`config.mk`:
```
export PLATFORM = sky130hd
export DESIGN_NAME = pipe_stage_reg
export DESIGN_NICKNAME = d
export VERILOG_FILES = /design/src/rtl/pipe_stage_reg.sv
export SDC_FILE = /design/constraint.sdc
export NUM_CORES = 1
export LEC_CHECK = 0
export ABC_AREA = 0
export CELL_PAD_IN_SITES_DETAIL_PLACEMENT = 0
export CELL_PAD_IN_SITES_GLOBAL_PLACEMENT = 1
export CORE_UTILIZATION = 37
export CTS_CLUSTER_DIAMETER = 200
export DETAILED_ROUTE_END_ITERATION = 10
export HOLD_SLACK_MARGIN = 0.05
export PLACE_DENSITY_LB_ADDON = 0.25
export RECOVER_POWER = 50
export SLEW_MARGIN = 20
export SYNTH_ARGS = -nofsm -noshare
export SYNTH_HDL_FRONTEND = slang
export SYNTH_SLANG_ARGS = --single-unit
export TNS_END_PERCENT = 5
```
`constraint.sdc`:
```
create_clock -name CLK -period 2.2 [get_ports CLK]
set_clock_uncertainty 0.05 [all_clocks]
set_input_delay 0.66 -clock CLK [delete_from_list [all_inputs] [get_ports CLK]]
set_output_delay 0.66 -clock CLK [all_outputs]
set_load 0.005 [all_outputs]
```
`src/rtl/pipe_stage_reg.sv`:
```
// -----------------------------------------------------------------------------
// pipe_stage_reg
//   Generic pipeline boundary latch with a valid/ready handshake. It has an
//   optional 2-entry skid buffer and obeys the hazard unit's stage command
//   (STALL / ENABLE / NOP / FLUSH). It also keeps saturating stall, bubble and
//   flush event counters for performance debug.
//
// Parameters
//   WIDTH      payload width
//   NOP_VALUE  payload loaded on NOP, FLUSH and reset
//   SKID       1: 2-entry skid buffer, registered in_ready
//              0: single entry, combinational in_ready
//   CNT_W      width of each event counter
//
// Ports
//   CLK, RST               clock, synchronous active-high reset
//   state_i[1:0]           00 STALL, 01 ENABLE, 10 NOP, 11 FLUSH
//   in_valid/in_ready/in_data      upstream handshake and payload
//   out_valid/out_ready/out_data   downstream handshake and payload
//   clr_cnt                synchronous clear of all counters
//   stall_cnt, bubble_cnt, flush_cnt   event counters (saturating)
// -----------------------------------------------------------------------------
module pipe_stage_reg #(
    parameter int               WIDTH     = 32,
    parameter logic [WIDTH-1:0] NOP_VALUE = '0,
    parameter int               SKID      = 1,
    parameter int               CNT_W     = 16
) (
    input  logic             CLK,
    input  logic             RST,
    input  logic [1:0]       state_i,
    input  logic             in_valid,
    output logic             in_ready,
    input  logic [WIDTH-1:0] in_data,
    output logic             out_valid,
    input  logic             out_ready,
    output logic [WIDTH-1:0] out_data,
    input  logic             clr_cnt,
    output logic [CNT_W-1:0] stall_cnt,
    output logic [CNT_W-1:0] bubble_cnt,
    output logic [CNT_W-1:0] flush_cnt
);

    typedef enum logic [1:0] {
        CMD_STALL  = 2'b00,
        CMD_ENABLE = 2'b01,
        CMD_NOP    = 2'b10,
        CMD_FLUSH  = 2'b11
    } cmd_e;

    cmd_e cmd;
    assign cmd = cmd_e'(state_i);

    logic             m_valid_q, m_valid_d;
    logic [WIDTH-1:0] m_data_q,  m_data_d;
    logic             s_valid_q, s_valid_d;
    logic [WIDTH-1:0] s_data_q,  s_data_d;

    logic acc;
    logic dq;
    logic bubble_ev;

    // ---------------------------------------------------------------------
    // Handshake
    // ---------------------------------------------------------------------
    assign out_data  = m_data_q;
    assign out_valid = m_valid_q && (cmd != CMD_STALL);

    always_comb begin
        in_ready = 1'b0;
        if (cmd == CMD_ENABLE) begin
            // With a skid buffer the ready depends only on flops, so it
            // never forms a combinational path from out_ready.
            if (SKID != 0) in_ready = !s_valid_q;
            else           in_ready = !m_valid_q || out_ready;
        end
    end

    assign acc = in_valid && in_ready;
    assign dq  = out_valid && out_ready;

    // ---------------------------------------------------------------------
    // Next-state of the main and skid entries
    // ---------------------------------------------------------------------
    always_comb begin
        m_valid_d = m_valid_q;
        m_data_d  = m_data_q;
        s_valid_d = s_valid_q;
        s_data_d  = s_data_q;
        bubble_ev = 1'b0;
        case (cmd)
            CMD_ENABLE: begin
                if (dq || !m_valid_q) begin
                    if (s_valid_q) begin
                        // Skid is older than anything arriving now: it moves
                        // up first, so FIFO order is kept.
                        m_valid_d = 1'b1;
                        m_data_d  = s_data_q;
                        s_valid_d = acc;
                        if (acc) s_data_d = in_data;
                    end else begin
                        m_valid_d = acc;
                        if (acc) m_data_d = in_data;
                    end
                end else if (acc) begin
                    // Main is blocked downstream; only reachable with SKID=1.
                    s_valid_d = 1'b1;
                    s_data_d  = in_data;
                end
            end
            CMD_NOP: begin
                if (dq || !m_valid_q) begin
                    m_valid_d = 1'b0;
                    m_data_d  = NOP_VALUE;
                    bubble_ev = 1'b1;
                end
            end
            CMD_FLUSH: begin
                m_valid_d = 1'b0;
                m_data_d  = NOP_VALUE;
                s_valid_d = 1'b0;
                s_data_d  = NOP_VALUE;
            end
            default: ; // STALL: everything frozen
        endcase
    end

    always_ff @(posedge CLK) begin
        if (RST) begin
            m_valid_q <= 1'b0;
            m_data_q  <= NOP_VALUE;
        end else begin
            m_valid_q <= m_valid_d;
            m_data_q  <= m_data_d;
        end
    end

    generate
        if (SKID != 0) begin : g_skid
            always_ff @(posedge CLK) begin
                if (RST) begin
                    s_valid_q <= 1'b0;
                    s_data_q  <= NOP_VALUE;
                end else begin
                    s_valid_q <= s_valid_d;
                    s_data_q  <= s_data_d;
                end
            end
        end else begin : g_no_skid
            assign s_valid_q = 1'b0;
            assign s_data_q  = NOP_VALUE;
        end
    endgenerate

    // ---------------------------------------------------------------------
    // Event counters: index 0 stall, 1 bubble, 2 flush
    // ---------------------------------------------------------------------
    logic [2:0] cnt_inc;
    assign cnt_inc = {cmd == CMD_FLUSH, bubble_ev, cmd == CMD_STALL};

    genvar gi;
    generate
        for (gi = 0; gi < 3; gi++) begin : g_cnt
            logic [CNT_W-1:0] cnt_q, cnt_d;

            always_comb begin
                cnt_d = cnt_q;
                if (clr_cnt)                          cnt_d = '0;
                else if (cnt_inc[gi] && cnt_q != '1)  cnt_d = cnt_q + 1'b1;
            end

            always_ff @(posedge CLK) begin
                if (RST) cnt_q <= '0;
                else     cnt_q <= cnt_d;
            end
        end
    endgenerate

    assign stall_cnt  = g_cnt[0].cnt_q;
    assign bubble_cnt = g_cnt[1].cnt_q;
    assign flush_cnt  = g_cnt[2].cnt_q;

`ifdef PIPE_STAGE_DEBUG
    // A NOP that dequeues while the skid is occupied leaves the skid ahead
    // of an empty main (the next ENABLE drains it first). The hazard unit is
    // expected not to issue that sequence, so it is flagged here.
    always_ff @(posedge CLK) begin
        if (!RST) assert (!(s_valid_q && !m_valid_q));
    end
`endif

endmodule

```
==> results of run 1 <==
[how the worst max path moves through the flow]
stage                          start  slack [ns]  depth (start not counted)           end
after floorplan           state_i[1]        0.23                          4      in_ready
after global placement    state_i[0]       -0.63                          4      in_ready
after detailed placement  state_i[0]       -0.61                          4      in_ready
after CTS                 state_i[0]      0.0008                          5     out_valid
after global routing       out_ready       0.002                          9   out_data[6]
final                      out_ready        0.05                          9  out_data[28]
[state kept, by name, indices dropped and copies added (netlist names)]
name,count
bubble_cnt,16
flush_cnt,16
m_valid_q,1
out_data,32
s_data_q,32
s_valid_q,1
stall_cnt,16
[logic make-up after synthesis]
logic type,after synthesis,synth area share [%]
compound gates,115,12.6
xor+xnor,28,4.67
fa+ha+maj,3,0.715
buf+inv,43,3.62
flops,114,43.4
mux,36,6.86
simple gates,287,28.1
[critical path, cell delays in order]
cell and delay [ns]:
clkdlybuf4s50_1 0.47, nand2b_2 0.26, buf_4 0.16, a22oi_4 0.23, buf_12 0.18, clkbuf_16 0.16
nor3_1 0.05, a21oi_1 0.13, nor2_1 0.06
[layer usage]
layer / vias to the layer above / part of all wire (%) / routed length [um] / GRT usage [%]
li1: 2506 / - / - / -
met1: 2401 / 47 / 6950 / 24.9
met2: 122 / 47 / 6880 / 31.8
met3: 15 / 5.2 / 772 / 6.53
met4: 0 / 1.1 / 164 / 6.33
met5: - / 0 / 0 / 0
[per-stage QoR]
step           power (mW)  setup slack [ns]
2_1_floorplan        2.43             0.235
3_3_place_gp         2.66            -0.625
3_5_place_dp         2.67            -0.610
4_1_cts              5.82          0.000752
5_1_grt              5.99           0.00219
6_report             5.79            0.0467
[area by class of cell]
type / count / area [um2] / share of cell area [%]
Clock inverter: 9 / 173 / 2.26
Sequential cell: 114 / 2280 / 29.9
Inverter: 2 / 7.51 / 0.0982
Tap cell: 180 / 225 / 2.95
Clock buffer: 23 / 508 / 6.65
Timing Repair Buffer: 166 / 1650 / 21.6
Multi-Input combinational cell: 469 / 2800 / 36.6
[cell usage after synthesis, drive strengths merged, types with 2 or more instances]
master / count
o2111ai: 2
nor2b: 3
o21a: 3
or3: 2
nand2b: 2
a31oi: 4
nand2: 21
nand4: 9
buf: 16
and2: 6
xor2: 12
nor4: 6
xnor2: 16
dfxtp: 114
nand3: 24
mux2i: 36
o21ai: 16
a21oi: 76
and3: 43
nor3b: 2
and4: 6
or4: 3
nor3: 43
clkbuf: 25
o211ai: 4
a311oi: 2
nor2: 109
inv: 2
ha: 3
[power breakdown]
group | switching, mW | total (mW) | internal [mW]
combinational | 0.251 | 0.518 | 0.266
sequential | 0.0321 | 2.15 | 2.12
clock | 0.937 | 3.12 | 2.18
total | 1.22 | 5.79 | 4.57
[layout by cell type (no fill, tap or decap), types with 3 or more instances in the layout]
| cell | synthesis | layout |
|---|---|---|
| dfxtp_1 | 114 | 113 |
| nor2_1 | 109 | 108 |
| clkdlybuf4s50_1 | 0 | 88 |
| a21oi_1 | 76 | 76 |
| and3_1 | 42 | 43 |
| nor3_1 | 43 | 43 |
| mux2i_1 | 36 | 36 |
| dlygate4sd3_1 | 0 | 27 |
| nand3_1 | 23 | 24 |
| buf_4 | 2 | 23 |
| nand2_1 | 21 | 21 |
| clkbuf_16 | 0 | 20 |
| xnor2_1 | 16 | 16 |
| o21ai_0 | 12 | 13 |
| xor2_1 | 12 | 12 |
| nand4_1 | 8 | 9 |
| and4_1 | 6 | 6 |
| clkbuf_8 | 0 | 6 |
| nor4_1 | 5 | 5 |
| bufinv_16 | 0 | 5 |
| clkbuf_2 | 0 | 5 |
| clkbuf_4 | 0 | 5 |
| a31oi_1 | 4 | 4 |
| and2_1 | 6 | 4 |
| o211ai_1 | 4 | 4 |
| buf_6 | 1 | 4 |
| buf_12 | 0 | 4 |
| o21a_1 | 3 | 3 |
| o21ai_2 | 2 | 3 |
| or4_1 | 2 | 3 |
| ha_1 | 3 | 3 |
| clkinv_2 | 0 | 3 |
[timing repair]
| item | CTS | global route |
|---|---|---|
| endpoints found under the setup margin | 38 | 36 |
| pin swaps | 0 | 1 |
| resized for setup | 8 | 12 |
| buffers inserted | 0 | 2 |
| cloned | 0 | 5 |
==> results.py, run 1 <==
metrics = {
    "global_route": {
        "grt_usage_pct": 19.8,
        "via_count_of_the_first_global_routing_pass": 4715,
        "antenna_found_initial": 0,
        "grt_max_degree": 67,
        "global_route_wire_length_before_repair_mm": 22.9,
        "grt.overflow.total": 0,
    },
    "timing": {
        "final_hold_viol_count": 0,
        "holdWs_ns": 0.429,
        "post-route-period-util_pct": 97.9,
        "timing_worst_slew_pin_value_ns": 0.714,
        "unrepaired_setup_endpoints_after_global_routing": "false",
        "period_minus_ws_final_ns": 2.15,
        "setup_tns_ns": 0,
        "slew_viol_final": 0,
        "final-setup-viol-count": 0,
        "fmax_ghz": 0.464,
        "relSlewSlack_pct": 52.4,
    },
    "drt": {
        "drt-pass1-iter-count": 5,
        "route.detailed.drc": 0,
        "vias_per_cell": 5.24,
        "routed_wirelength_mm": 14.8,
        "detailedRoute.firstIterationViolations": 336,
        "route.detailed.wl_per_inst_um": 15.3,
        "vias_post_dr": 5044,
        "antenna_left": 0,
    },
    "floorplanning": {
        "num_io_pins": 121,
        "die_w_um": 121,
        "floorplan.rows": 43,
        "dieArea_um2": 14700,
        "starting_utilization_of_the_core_area_pct": 37.8,
        "die_height_um": 121,
        "core_box_area_um2": 13900,
    },
    "synth": {
        "synthesis.instances": 626,
        "post_synth_main_area_contributors": "dfxtp_1 (43%), nor2_1 (7.8%), a21oi_1 (7.2%)",
        "synth_area_leader_cell": "dfxtp_1",
        "synthesis.yosys.warnings": 0,
        "ys_ff_latch": 114,
        "avgSynthCellArea_um2": 8.39,
        "dominantRegCellSynth": "dfxtp_1",
        "yosys.cell_types.count": 56,
        "yosys.area.top_type_share_pct": 43.4,
        "async_reset_ff_share_pct": 0,
        "synth-seq-area-share_pct": 43.4,
        "mappedNetlistNets": 668,
        "synth-edff-count": 0,
        "mappedNetlistArea_um2": 5250,
    },
    "power_and_ir_drop": {
        "peakVddDrop_uv": 507,
        "power.static_leakage_nw": 2.98,
        "cellPowerDensity_nw_per_um2": 758,
    },
    "setup_path": {
        "r2r.worst_path.cells": 6,
        "reg2reg_from": "s_valid_q",
        "critical_path_required_ns": 2.42,
        "critical_path.endpoint_type": "flop",
        "setup.worst_path.class": "in2reg",
        "r2r-end": "out_data[17]",
        "cp_arrival_ns": 2.37,
        "crit_path_max_fanout": 10,
        "ff2ff_setup_slack_ns": 0.16,
        "critical_path.startpoint_type": "primary input",
    },
    "flow_run": {
        "drv.max_cap_violation_count": 0,
    },
    "clock_tree": {
        "h-tree-depth": 4,
        "cts_root_buffer": "clkbuf_16",
        "cts-hold-fix-buffers": 0,
        "clock_path_buffers": 2,
        "tritoncts_clock_tree": "yes",
        "tritoncts_num_sinks": 114,
        "cts-buffers-inserted": 17,
        "cts.clk_slew.worst_paths_ns": 0.05,
        "clock_insertion_delay_worst_skew_ns": 0.41,
    },
    "cells_and_area": {
        "synthesis_to_finish_area_growth_pct": 45.5,
        "fin_nets": 812,
        "final_layout_size_suffix_gt1_share_pct": 12.1,
        "fillCellCount": 1250,
        "antenna_cells_inserted": 0,
        "finalNonFillerCells": 963,
        "postLayoutCellArea_um2": 7640,
        "post-route-util_pct": 55.1,
    },
    "placed_design": {
        "detailedPlacementHpwl_mm": 9.31,
        "globalplace.congestion": 0.801,
        "buffer_ports.inserted": 120,
        "placed_standard_cell_area_um2": 6820,
        "placedCellCount": 924,
    },
    "min_path": {
        "timing.hold.worst_endpoint": "out_data[26]",
        "hold_path.class": "reg2reg",
        "hold_start": "out_data[26]",
        "worstHoldPathCells": 2,
    },
    "outcome": {
        "outcome": "finished, final reports clean",
    },
}
Power figures use the tool's default switching activity.
==> inputs of run 2 (changes only) <==
CAP_MARGIN = 20   (was not set)
==> results of run 2 <==
The final DEF is identical to that of run 1; final timing and power are the same.
